`src/rtl/interval_meter.sv`:
```
// Measures start-to-stop duration as whole time-base ticks plus residual clock cycles,
// aborting with a timeout pulse when a stop never arrives.
module interval_meter #(
  parameter int unsigned CLK_FREQ      = 50_000_000,
  parameter int unsigned TICK_HZ       = 1_000_000,
  parameter int unsigned CNT_W         = 32,
  parameter int unsigned TIMEOUT_TICKS = 1_000_000,
  localparam int unsigned DIV          = CLK_FREQ / TICK_HZ,
  localparam int unsigned FRAC_W       = $clog2(DIV)
) (
  input  logic              sys_clk,
  input  logic              sys_rst,
  input  logic              start_flag,
  input  logic              stop_flag,
  output logic              busy,
  output logic              meas_valid,
  output logic [CNT_W-1:0]  meas_ticks,
  output logic [FRAC_W-1:0] meas_frac,
  output logic              timeout_flag
);

  localparam logic [FRAC_W-1:0] PreMax     = FRAC_W'(DIV - 1);
  localparam logic [CNT_W:0]    TimeoutCmp = (CNT_W + 1)'(TIMEOUT_TICKS);
  localparam bit                TimeoutEn  = (TIMEOUT_TICKS != 0);

  typedef enum logic [0:0] {StIdle, StRun} state_e;

  state_e            state_q, state_d;
  logic [FRAC_W-1:0] pre_cnt_q, pre_cnt_d;
  logic [CNT_W-1:0]  tick_cnt_q, tick_cnt_d;
  logic              meas_valid_q, meas_valid_d;
  logic              timeout_q, timeout_d;
  logic [CNT_W-1:0]  meas_ticks_q, meas_ticks_d;
  logic [FRAC_W-1:0] meas_frac_q, meas_frac_d;

  logic              wrap;
  logic [CNT_W:0]    tick_inc;
  logic [CNT_W-1:0]  tick_sat;

  always_comb begin
    wrap     = (pre_cnt_q == PreMax);
    tick_inc = {1'b0, tick_cnt_q} + (CNT_W + 1)'(1);
    // Hold at all-ones rather than wrapping back to zero.
    tick_sat = tick_inc[CNT_W] ? tick_cnt_q : tick_inc[CNT_W-1:0];
  end

  always_comb begin
    state_d      = state_q;
    pre_cnt_d    = pre_cnt_q;
    tick_cnt_d   = tick_cnt_q;
    meas_valid_d = 1'b0;
    timeout_d    = 1'b0;
    meas_ticks_d = meas_ticks_q;
    meas_frac_d  = meas_frac_q;

    unique case (state_q)
      StIdle: begin
        if (start_flag) begin
          state_d    = StRun;
          pre_cnt_d  = '0;
          tick_cnt_d = '0;
        end
      end
      StRun: begin
        if (stop_flag) begin
          // Counters reflect D-1 edges; fold in the stop edge itself.
          meas_valid_d = 1'b1;
          meas_ticks_d = wrap ? tick_sat : tick_cnt_q;
          meas_frac_d  = wrap ? '0 : pre_cnt_q + FRAC_W'(1);
          state_d      = StIdle;
        end else if (start_flag) begin
          pre_cnt_d  = '0;
          tick_cnt_d = '0;
        end else if (wrap) begin
          pre_cnt_d = '0;
          if (TimeoutEn && (tick_inc == TimeoutCmp)) begin
            timeout_d = 1'b1;
            state_d   = StIdle;
          end else begin
            tick_cnt_d = tick_sat;
          end
        end else begin
          pre_cnt_d = pre_cnt_q + FRAC_W'(1);
        end
      end
      default: state_d = StIdle;
    endcase
  end

  always_ff @(posedge sys_clk) begin
    if (sys_rst) begin
      state_q      <= StIdle;
      pre_cnt_q    <= '0;
      tick_cnt_q   <= '0;
      meas_valid_q <= 1'b0;
      timeout_q    <= 1'b0;
      meas_ticks_q <= '0;
      meas_frac_q  <= '0;
    end else begin
      state_q      <= state_d;
      pre_cnt_q    <= pre_cnt_d;
      tick_cnt_q   <= tick_cnt_d;
      meas_valid_q <= meas_valid_d;
      timeout_q    <= timeout_d;
      meas_ticks_q <= meas_ticks_d;
      meas_frac_q  <= meas_frac_d;
    end
  end

  assign busy         = (state_q == StRun);
  assign meas_valid   = meas_valid_q;
  assign timeout_flag = timeout_q;
  assign meas_ticks   = meas_ticks_q;
  assign meas_frac    = meas_frac_q;

endmodule

```
`config.mk`:
```
export PLATFORM = sky130hd
export DESIGN_NAME = interval_meter
export DESIGN_NICKNAME = d
export VERILOG_FILES = /design/src/rtl/interval_meter.sv
export SDC_FILE = /design/constraint.sdc
export NUM_CORES = 1
export LEC_CHECK = 0
export ABC_AREA = 1
export ABC_CLOCK_PERIOD_IN_PS = 3000
export BUFFER_PORTS_ARGS = -buffer_cell sky130_fd_sc_hd__clkbuf_2
export CORE_MARGIN = 4
export CORE_UTILIZATION = 45
export DETAILED_ROUTE_END_ITERATION = 10
export PLACE_DENSITY = 0.63
export SLEW_MARGIN = 25
export SYNTH_ARGS = -nofsm -noshare
export SYNTH_HDL_FRONTEND = slang
export SYNTH_SLANG_ARGS = --single-unit
export TNS_END_PERCENT = 20
```
`constraint.sdc`:
```
create_clock -name sys_clk -period 3 [get_ports sys_clk]
set_clock_uncertainty 0.2 [all_clocks]
set_input_delay 0.15 -clock sys_clk [delete_from_list [all_inputs] [get_ports sys_clk]]
set_output_delay 0.15 -clock sys_clk [all_outputs]
set_load 0.01 [all_outputs]
```
======== Word-level counts from Yosys, hierarchy flattened ========
Cells that the tools add are included.
operators by class
  add/sub/neg operators ................... 2
  equality and inequality tests ........... 6
  mux-type cells .......................... 21
  bitwise logic cells ..................... 2
  reduce and logical (&&, ||, !) cells .... 5
operator list
  operator                                         count
  two-way mux 32 bit                               7
  case mux 32 bit (2 select lines)                 1
  adder 32 x 1 -> 33 bit, second input constant    1
  == test 33 x 20 -> 1 bit, second input constant  1
  two-way mux 6 bit                                4
  case mux 6 bit (2 select lines)                  1
  two-way mux 1 bit                                7
  adder 6 x 1 -> 6 bit, second input constant      1
  == test 6 bit, second input constant             1
  OR reduction 5 bit                               1
  != test 2 bit, second input constant             2
  AND reduction 2 bit                              2
  AND reduction 4 bit                              1
  != test 3 x 2 -> 1 bit, second input constant    1
  != test 3 bit, second input constant             1
  NOT 1 bit                                        2
  case mux 1 bit (2 select lines)                  1
  OR reduction 2 bit                               1
storage, ports and cells
  register bits after elaboration ......... 79
  logic and storage cells ................. 43

======== Depth between registers and ports, before layout ========
Gate-level depths: netlist of the first run.
  depth in word-level cells ............... 7
  mapped depth ............................ 18
  gate-level depth less buffers ........... 17

======== Worst setup path after synthesis of the first run ========
OpenSTA, ideal clock, no wires.
  kind .................................... register -> register
  start point ............................. register tick_cnt_q[1]
  end point ............................... register tick_cnt_q[28]
  setup time .............................. 0.113 ns
  data arrival time ....................... 2.086 ns
  required time ........................... 2.687 ns
  slack ................................... 0.601 ns
  stages on the path, launching flop included .. 18
  buffers on the path ..................... 1
  clock period less this slack ............ 2.399 ns
  cells stage by stage .................... dfxtp_1 > ha_1 > nand2_1 > nor2_2 > nand2_1 > nor2_4 > nand2_1 > nand2_1 > nand2_1 > nor2_1 > nand2_1 > nor2_2 > nand4_2 > nand3_2 > buf_4 > nand2_1 > nand2_1 > nor2_1
between the ends
  cells in the longest elaborated chain, start to end .. 7
  elaborated cells on any way between the ends .. 10
  classes of those cells .................. 1 x add/sub; 2 x eq/ne; 6 x mux; 1 x reduce/logical
RTL lines
  item                              line  RTL
  start, declared                   30    logic [CNT_W-1:0] tick_cnt_q, tick_cnt_d;
  start signal, assigned            102   tick_cnt_q <= tick_cnt_d;
  adder 32 x 1 -> 33 bit *          42    tick_inc = {1'b0, tick_cnt_q} + (CNT_W + 1)'(1);
  two-way mux 32 bit                44    tick_sat = tick_inc[CNT_W] ? tick_cnt_q : tick_inc[CNT_W-1:0];
  two-way mux 32 bit                76    if (TimeoutEn && (tick_inc == TimeoutCmp)) begin
  two-way mux 32 bit                74    end else if (wrap) begin
  two-way mux 32 bit                71    end else if (start_flag) begin
  two-way mux 32 bit                65    if (stop_flag) begin
  case mux 32 bit (2 select lines)  56    unique case (state_q)
Mark *: on every way between the ends. The rest lies on a longest branch, timed or not. The select of a mux whose other input is x is not followed.
A chain may end at the register's enable or synchronous reset.

======== Worst setup path in the final report of the first run ========
  start point ............................. register tick_cnt_q[2]
  end point ............................... register tick_cnt_q[13]
The elaborated chain is that of the path after synthesis.

==> results.md, run 1 <==
* Commonest register cell after synthesis: sky130_fd_sc_hd__dfxtp_1
* Share of async-settable or async-resettable flops after synthesis at 0%
* Later-pin clock latency in the skew report at 390 ps
* Library cell with the highest instance count after synthesis: sky130_fd_sc_hd__nand2_1
* Synthesized instance count at 797
* Root buffer cell: sky130_fd_sc_hd__clkbuf_8
* Final net count at 837
* Kind of critical path: register to register
* Timing-limited maximum frequency at about 0.36 GHz
* Top cells by instance count after synthesis: sky130_fd_sc_hd__nand2_1 (237), sky130_fd_sc_hd__nor2_1 (97), sky130_fd_sc_hd__a21oi_1 (96), sky130_fd_sc_hd__inv_1 (96), sky130_fd_sc_hd__dfxtp_1 (79)
* Critical Path RT at 3100 ps
* Number of detailed-route iterations in the first pass at 5
* Flip-flop and latch area at between 1500 and 2000 um2
* Count of fill cells added during filler insertion at 1099
* Vias per std cell at around 5.3
* VDD IR max at 0.283 mV
* Number of buffers added by the clock tree synthesis step at 9
* Avg Synthesized Cell Area at 5.98 um2
* Total negative slack at 0 ps
* Count of port buffers added during placement at 44
* Clock-pin transition on the worst setup and hold timing paths at 80 ps
* Post-detailed-route DRC marker count at 0
* Average routed wire per standard cell at 14.4 um
* Number of nets in the synthesized netlist at 804
* TritonCTS clock tree: yes
* Critical-path maximum fanout at 16
* Slew at the pin closest to its max-slew limit at 713 ps
* Yosys cell types at 28
* Number of global-route vias before repair at 4812
* Largest area contributor in the synthesized netlist: sky130_fd_sc_hd__dfxtp_1
* Number of enable flip-flop cells after synthesis at 0
* Die extent in y at around 110 um
* Synth-to-layout area growth at 12.2%
* Number of antenna violations at the first check in global routing at 0
* Lkg Pwr at 2.27 nW
* Arrival time of data at the critical path endpoint at roughly 2900 ps
* First-iteration detailed-routing DRC count at 356
* Sink Count at 79
* Outcome: complete, no violations
* Worst-case hold slack at 169 ps
* Count of buffers added by post-CTS timing repair for setup at 0
* Max-slew violations at 0
* Synth Cell Area at about 4800 um2
* Area of the multi-input gates at between 2000 and 3000 um2
* Final weighted congestion of routability-driven global placement at ~0.95
* Startpoint Class: register
* Initial core utilization at 46.1%
* Hold crit path type: input port to register
* Detail Route Antenna Nets at 0
* Io pins at 45
* Critical path capture point type: register
* Pwr/cell area at roughly 410 nW/um2
* Setup-failing EPs final at 0
* Period Utilization, post-route at between 90% and 100%
* Maximum count of clock buffers along a single path at 2
* First-pass GRT wire length at 23500 um
* GRT Overall Usage at 23.3%
* Total half-perimeter wirelength after legalization and detailed placement at 9710 um
* Fraction of final layout cells with drive strength greater than 1 at 11.6%
* Count of inserted antenna diode cells at 0
* Final Critical Period at 2760 ps
* Most area-consuming cells after synthesis: sky130_fd_sc_hd__dfxtp_1 (33%), sky130_fd_sc_hd__nand2_1 (19%), sky130_fd_sc_hd__a21oi_1 (10%)
* Core Rows at 37
* RSZ-0062 raised after global routing: false
* Max-slew headroom at the worst pin at 52.5%
* Register area share after synthesis at 33.2%
* Floorplan die width at between 100 and 150 um
* Total number of yosys warnings at 0
* Wire length reported by the detailed router at around 14000 um
* Final global-route overflow total at 0
* #FFs+latches synth at between 70 and 80
* Number of hold-slack violations in the final timing report at 0
* Die ar. at 12300 um2
* Routed via count at 5097
* Core ar. at 10300 um2
* H-tree levels at 3
* Number of max-cap violations at 0
* Top cell type's share of synthesized area at between 30% and 40%
* Pin count of the biggest net entering global routing at 65
-- what timing repair did --
| action | in CTS | in global routing |
|---|---|---|
| endpoints found under the hold margin | 5 | 0 |
| gates resized for setup | 0 | 7 |
| hold buffers | 2 | 0 |
| endpoints found under the setup margin | 0 | 35 |
-- stage by stage --
stage	std cells	worst slack [ps]	total power [W]	instance area [um2]	utilization [%]
floorplan	797	601	0.00131	4760	-
global placement	953	214	0.00137	5110	49.5
detailed placement	953	135	0.00137	5110	49.5
CTS	970	92.6	0.00222	5320	51.6
global route	970	27.8	0.00231	5340	51.8
finish	970	237	0.00219	5340	51.8
-- layer usage --
| layer | vias up | part of all wire (%) | global-route usage (%) |
|---|---|---|---|
| li1 | 2611 | - | - |
| met2 | 146 | 45 | 36.3 |
| met4 | 0 | 2.5 | 9.20 |
| met5 | - | 0 | 0 |
| met3 | 25 | 5.9 | 4.97 |
| met1 | 2315 | 47 | 31.3 |
-- sequential cells by signal (all words and copies together) (netlist names) --
| name | cells |
|---|---|
| timeout_flag | 1 |
| tick_cnt_q | 32 |
| meas_valid | 1 |
| meas_frac | 6 |
| pre_cnt_q | 6 |
| busy | 1 |
| meas_ticks | 32 |
-- final timing paths --
path / startpoint / endpoint / slack (ps) / cells past startpoint
worst max register to register: tick_cnt_q[2] / tick_cnt_q[13] / 240 / 15
worst min register to register: meas_ticks[15] / meas_ticks[15] / 260 / 2
worst min-delay path: sys_rst / meas_valid / 170 / 3
worst max-delay path: tick_cnt_q[2] / tick_cnt_q[13] / 240 / 15
-- cell type report --
| cell class | count | share of cell area [%] |
|---|---|---|
| multi-input cells | 580 | 49.7 |
| flip-flops and latches | 79 | 29.6 |
| repair buffers | 62 | 6.89 |
| inverters | 98 | 6.89 |
| well taps | 136 | 3.19 |
| clock buffers | 12 | 2.90 |
| clock inverters | 3 | 0.796 |
-- cells by family (layout without fill, tap and decap cells) --
group           Yosys count  in the layout  share of synthesized area (%)
simple gates            427            427                           38.2
fa+ha+maj                 3              3                          0.788
buf+inv                 138            175                           11.5
compound gates          144            144                           15.3
xor+xnor                  6              6                           1.10
flops                    79             79                           33.2
-- power breakdown --
part	switching [W]	internal [W]	leakage, nW
logic	0.000179	0.0000780	1.53
registers	0.0000234	0.00108	0.641
clock network	0.000414	0.000424	0.0985
total	0.000616	0.00158	2.27
-- worst max-delay path, cell delays in order (launching register included) --
cell and delay, ps:
sky130_fd_sc_hd__dfxtp_1 470, sky130_fd_sc_hd__nand2_1 110, sky130_fd_sc_hd__nor2_2 220, sky130_fd_sc_hd__nand2_2 160, sky130_fd_sc_hd__nor2_4 260, sky130_fd_sc_hd__nand2_1 80
sky130_fd_sc_hd__nand2_1 70, sky130_fd_sc_hd__nand2_1 90, sky130_fd_sc_hd__nor2_1 100, sky130_fd_sc_hd__nand2_1 100, sky130_fd_sc_hd__nor2_2 150, sky130_fd_sc_hd__nand4_2 130
sky130_fd_sc_hd__nand3_2 110, sky130_fd_sc_hd__buf_6 190, sky130_fd_sc_hd__nand2_1 100, sky130_fd_sc_hd__a21oi_1 150
-- placed cells by master (no fill, tap or decap), types with 3 or more instances in the layout --
cell / synthesis / routed
sky130_fd_sc_hd__a21oi_1: 96 / 96
sky130_fd_sc_hd__nand2_2: 1 / 3
sky130_fd_sc_hd__clkbuf_8: 0 / 11
sky130_fd_sc_hd__nor2_4: 3 / 3
sky130_fd_sc_hd__nor2_1: 97 / 95
sky130_fd_sc_hd__inv_1: 96 / 96
sky130_fd_sc_hd__nor3_1: 5 / 5
sky130_fd_sc_hd__nor2_2: 9 / 11
sky130_fd_sc_hd__nand2_1: 237 / 235
sky130_fd_sc_hd__clkbuf_2: 0 / 44
sky130_fd_sc_hd__nand4_1: 35 / 35
sky130_fd_sc_hd__o21ai_0: 44 / 44
sky130_fd_sc_hd__nand3_1: 35 / 35
sky130_fd_sc_hd__xor2_1: 6 / 6
sky130_fd_sc_hd__buf_4: 2 / 14
sky130_fd_sc_hd__dfxtp_1: 79 / 78
Note: power is estimated with default switching activity, not from simulation.
==> run 2, diff against run 1 <==
--- a/config.mk
+++ b/config.mk
@@ -6,12 +6,11 @@
 export NUM_CORES = 1
 export LEC_CHECK = 0
 export ABC_AREA = 1
-export ABC_CLOCK_PERIOD_IN_PS = 3000
 export BUFFER_PORTS_ARGS = -buffer_cell sky130_fd_sc_hd__clkbuf_2
 export CORE_MARGIN = 4
-export CORE_UTILIZATION = 45
+export CORE_UTILIZATION = 60
 export DETAILED_ROUTE_END_ITERATION = 10
-export PLACE_DENSITY = 0.63
+export PLACE_DENSITY = 0.81
 export SLEW_MARGIN = 25
 export SYNTH_ARGS = -nofsm -noshare
 export SYNTH_HDL_FRONTEND = slang
==> results.md, run 2 (synthesis gave the netlist of run 1 again) <==
* Average routed wire per standard cell at 14.6 um (was 14.4 um)
* Sw Ratio at 29.0% (was 28.1%)
* H-tree levels at 3 (unchanged)
* Internal power consumption at 0.00154 W (was 0.00158 W)
* Count of port buffers added during placement at 44 (unchanged)
* VDD IR max at 0.259 mV (was 0.283 mV)
* Number of max-cap violations at 0 (unchanged)
* Floorplan die width at 97.1 um (was 111 um)
* Outcome: complete, no violations (unchanged)
* Initial core utilization at 61.6% (was 46.1%)
* Count of buffers added by post-CTS timing repair for setup at 0 (unchanged)
* Timing-limited maximum frequency at 0.363 GHz (was 0.362 GHz)
* Reg-to-reg slack, setup at 240 ps (about the same)
* Kind of critical path: register to register (unchanged)
* Slowest library cell on the worst path: sky130_fd_sc_hd__dfxtp_1 (unchanged)
* Routed via count at 5262 (was 5097)
* Clock network fraction of total power at 37.5% (was 38.2%)
* Overall power of the completed layout at 0.00218 W (was 0.00219 W)
* RSZ-0062 raised after global routing: false (unchanged)
* Total half-perimeter wirelength after legalization and detailed placement at 9640 um (was 9710 um)
* Core Rows at 32 (was 37)
* First-iteration detailed-routing DRC count at 455 (was 356)
* TritonCTS clock tree: yes (unchanged)
* Setup-failing EPs final at 0 (unchanged)
* Final net count at 835 (was 837)
* Root buffer cell: sky130_fd_sc_hd__clkbuf_8 (unchanged)
* Arrival time of data at the critical path endpoint at 2810 ps (was 2870 ps)
* Hold crit path type: input port to register (unchanged)
* Vias per std cell at 5.63 (was 5.25)
* Detail Route Antenna Nets at 0 (unchanged)
* Number of cells on the worst reg-to-reg path at 16 (was 15)
* Critical path capture point: tick_cnt_q[30] (was tick_cnt_q[13])
* Die extent in y at 97.1 um (was 111 um)
* Number of hold-slack violations in the final timing report at 0 (unchanged)
* Crit path cell chain: nand2_1 -> nor2_2 -> nand2_2 -> nor2_4 -> nand2_1 -> nand2_1 -> nand2_1 -> nor2_1 -> nand2_1 -> nor2_2 -> nand4_2 -> nand3_2 -> buf_12 -> nand2_1 -> nand2_1 -> nor2_1 (was nand2_1 -> nor2_2 -> nand2_2 -> nor2_4 -> nand2_1 -> nand2_1 -> nand2_1 -> nor2_1 -> nand2_1 -> nor2_2 -> nand4_2 -> nand3_2 -> buf_6 -> nand2_1 -> a21oi_1)
* R2r startpoint: tick_cnt_q[2] (unchanged)
* Max-slew headroom at the worst pin at 53.3% (was 52.5%)
* Leading cell types in the layout, fill and taps excluded: sky130_fd_sc_hd__nand2_1 (235), sky130_fd_sc_hd__inv_1 (96), sky130_fd_sc_hd__nor2_1 (96), sky130_fd_sc_hd__a21oi_1 (96), sky130_fd_sc_hd__dfxtp_1 (78) (was sky130_fd_sc_hd__nand2_1 (235), sky130_fd_sc_hd__inv_1 (96), sky130_fd_sc_hd__a21oi_1 (96), sky130_fd_sc_hd__nor2_1 (95), sky130_fd_sc_hd__dfxtp_1 (78))
* Post-detailed-route DRC marker count at 0 (unchanged)
* Worst stage delay on the critical path at 460 ps (was 470 ps)
* Synth-to-layout area growth at 11.0% (was 12.2%)
* Top cell by count, worst path: sky130_fd_sc_hd__nand2_1 (unchanged)
* Pwr/cell area at 411 nW/um2 (about the same)
* Count of inserted antenna diode cells at 0 (unchanged)
* Number of global-route vias before repair at 4905 (was 4812)
* Most common library cell in the layout ignoring fill and taps: sky130_fd_sc_hd__nand2_1 (unchanged)
* Final weighted congestion of routability-driven global placement at 0.986 (was 0.955)
* Io pins at 45 (unchanged)
* Critical path capture point type: register (unchanged)
* Category of cells accounting for the largest share of critical-path delay: simple AND/OR/NAND/NOR gates (unchanged)
* Startpoint of the worst setup timing path: tick_cnt_q[2] (unchanged)
* Cell depth of the worst setup path at 16 (was 15)
* Sink Count at 79 (unchanged)
* Core ar. at 7730 um2 (was 10300 um2)
* Switching power at 0.000631 W (was 0.000616 W)
* Max-slew violations at 0 (unchanged)
* Slew at the pin closest to its max-slew limit at 699 ps (was 713 ps)
* Wire length reported by the detailed router at 13700 um (was 14000 um)
* Later-pin clock latency in the skew report at 360 ps (was 390 ps)
* Final core area utilization at 68.4% (was 51.8%)
* Critical Path RT at 3050 ps (was 3100 ps)
* Critical-path maximum fanout at 34 (was 16)
* Lkg Pwr at 2.26 nW (was 2.27 nW)
* Pin count of the biggest net entering global routing at 60 (was 65)
* Final Critical Period at 2760 ps (about the same)
* GRT Overall Usage at 29.0% (was 23.3%)
* Total negative slack at 0 ps (unchanged)
* Period Utilization, post-route at 91.8% (was 92.1%)
* Number of buffers added by the clock tree synthesis step at 9 (unchanged)
* Endpoint of the most critical register-to-register path: tick_cnt_q[30] (was tick_cnt_q[13])
* Number of detailed-route iterations in the first pass at 6 (was 5)
* Clock-pin transition on the worst setup and hold timing paths at 90 ps (was 80 ps)
* Startpoint Class: register (unchanged)
* Combinational power share at 11.9% (was 11.7%)
* Number of antenna violations at the first check in global routing at 0 (unchanged)
* Final global-route overflow total at 0 (unchanged)
* Critical path buffers and inverters at 1 (unchanged)
* First-pass GRT wire length at 23300 um (was 23500 um)
* Die ar. at 9430 um2 (was 12300 um2)
* Maximum count of clock buffers along a single path at 2 (unchanged)
* Part of the power in registers at 50.6% (was 50.1%)
* Fraction of final layout cells with drive strength greater than 1 at 11.5% (was 11.6%)
==> run 2: changes by cell type in the layout (fill, tap and decap cells not counted), sizes merged <==
cell         before  now
clkinv            3    5
clkbuf           56   54
dlygate4sd3       2    1
inv              96   97
buf              16   15
==> run 2: worst reg2reg max path, stage by stage, from the launching register on <==
cell and delay (ps):
sky130_fd_sc_hd__dfxtp_1 460, sky130_fd_sc_hd__nand2_1 100, sky130_fd_sc_hd__nor2_2 220, sky130_fd_sc_hd__nand2_2 170, sky130_fd_sc_hd__nor2_4 250, sky130_fd_sc_hd__nand2_1 80, sky130_fd_sc_hd__nand2_1 60, sky130_fd_sc_hd__nand2_1 90
sky130_fd_sc_hd__nor2_1 100, sky130_fd_sc_hd__nand2_1 100, sky130_fd_sc_hd__nor2_2 170, sky130_fd_sc_hd__nand4_2 130, sky130_fd_sc_hd__nand3_2 100, sky130_fd_sc_hd__buf_12 200, sky130_fd_sc_hd__nand2_1 110, sky130_fd_sc_hd__nand2_1 60
sky130_fd_sc_hd__nor2_1 40
==> run 2: metrics by stage <==
stage / setup slack, ps / hold slack, ps / std cells / instance area, um2
after CTS: 129 / 119 / 935 / 5280
final: 245 / 112 / 935 / 5290
after floorplan: 601 / 121 / 797 / 4760
after detailed placement: 171 / 256 / 918 / 5070
after global placement: 249 / 251 / 918 / 5070
after global routing: 9.82 / 164 / 935 / 5290
==> run 2: area by class of cell <==
type / instances / area, um2
multi-input combinational: 580 / 2650
clock buffer: 10 / 128
tap: 102 / 128
clock inverter: 6 / 68.8
inverter: 98 / 368
fill: 723 / 2440
sequential: 79 / 1580
timing repair buffer: 60 / 359
==> run 2: layer usage <==
metal	track usage (%)	vias to the layer above	wire (um)
li1	-	2612	-
met1	39.4	2442	6090
met2	48.0	191	6470
met3	4.52	17	944
met4	7.45	0	164
met5	0	-	0
==> run 2: worst min path at each step <==
stage                         from        endpoint  slack [ps]  depth (start not counted)
floorplan               start_flag            busy         120                          2
finish                   stop_flag   meas_ticks[4]         110                          4
global route             stop_flag   meas_ticks[7]         160                          4
detailed placement      start_flag            busy         260                          3
CTS                      stop_flag   meas_ticks[4]         120                          4
global placement    meas_ticks[26]  meas_ticks[26]         250                          2
==> run 2: repair_timing <==
| item | CTS | global route |
|---|---|---|
| endpoints found under the setup margin | 0 | 33 |
| resized for setup | 0 | 5 |
| hold buffers | 1 | 0 |
| hold endpoints to repair | 1 | 0 |
==> run 2: power groups by stage <==
stage / clock network (W) / logic [W] / registers [W]
after floorplan: 0 / 0.000182 / 0.00112
after global placement: 0 / 0.000246 / 0.00112
after global routing: 0.000871 / 0.000292 / 0.00110
final: 0.000817 / 0.000258 / 0.00110
after CTS: 0.000821 / 0.000257 / 0.00110
after detailed placement: 0 / 0.000254 / 0.00112
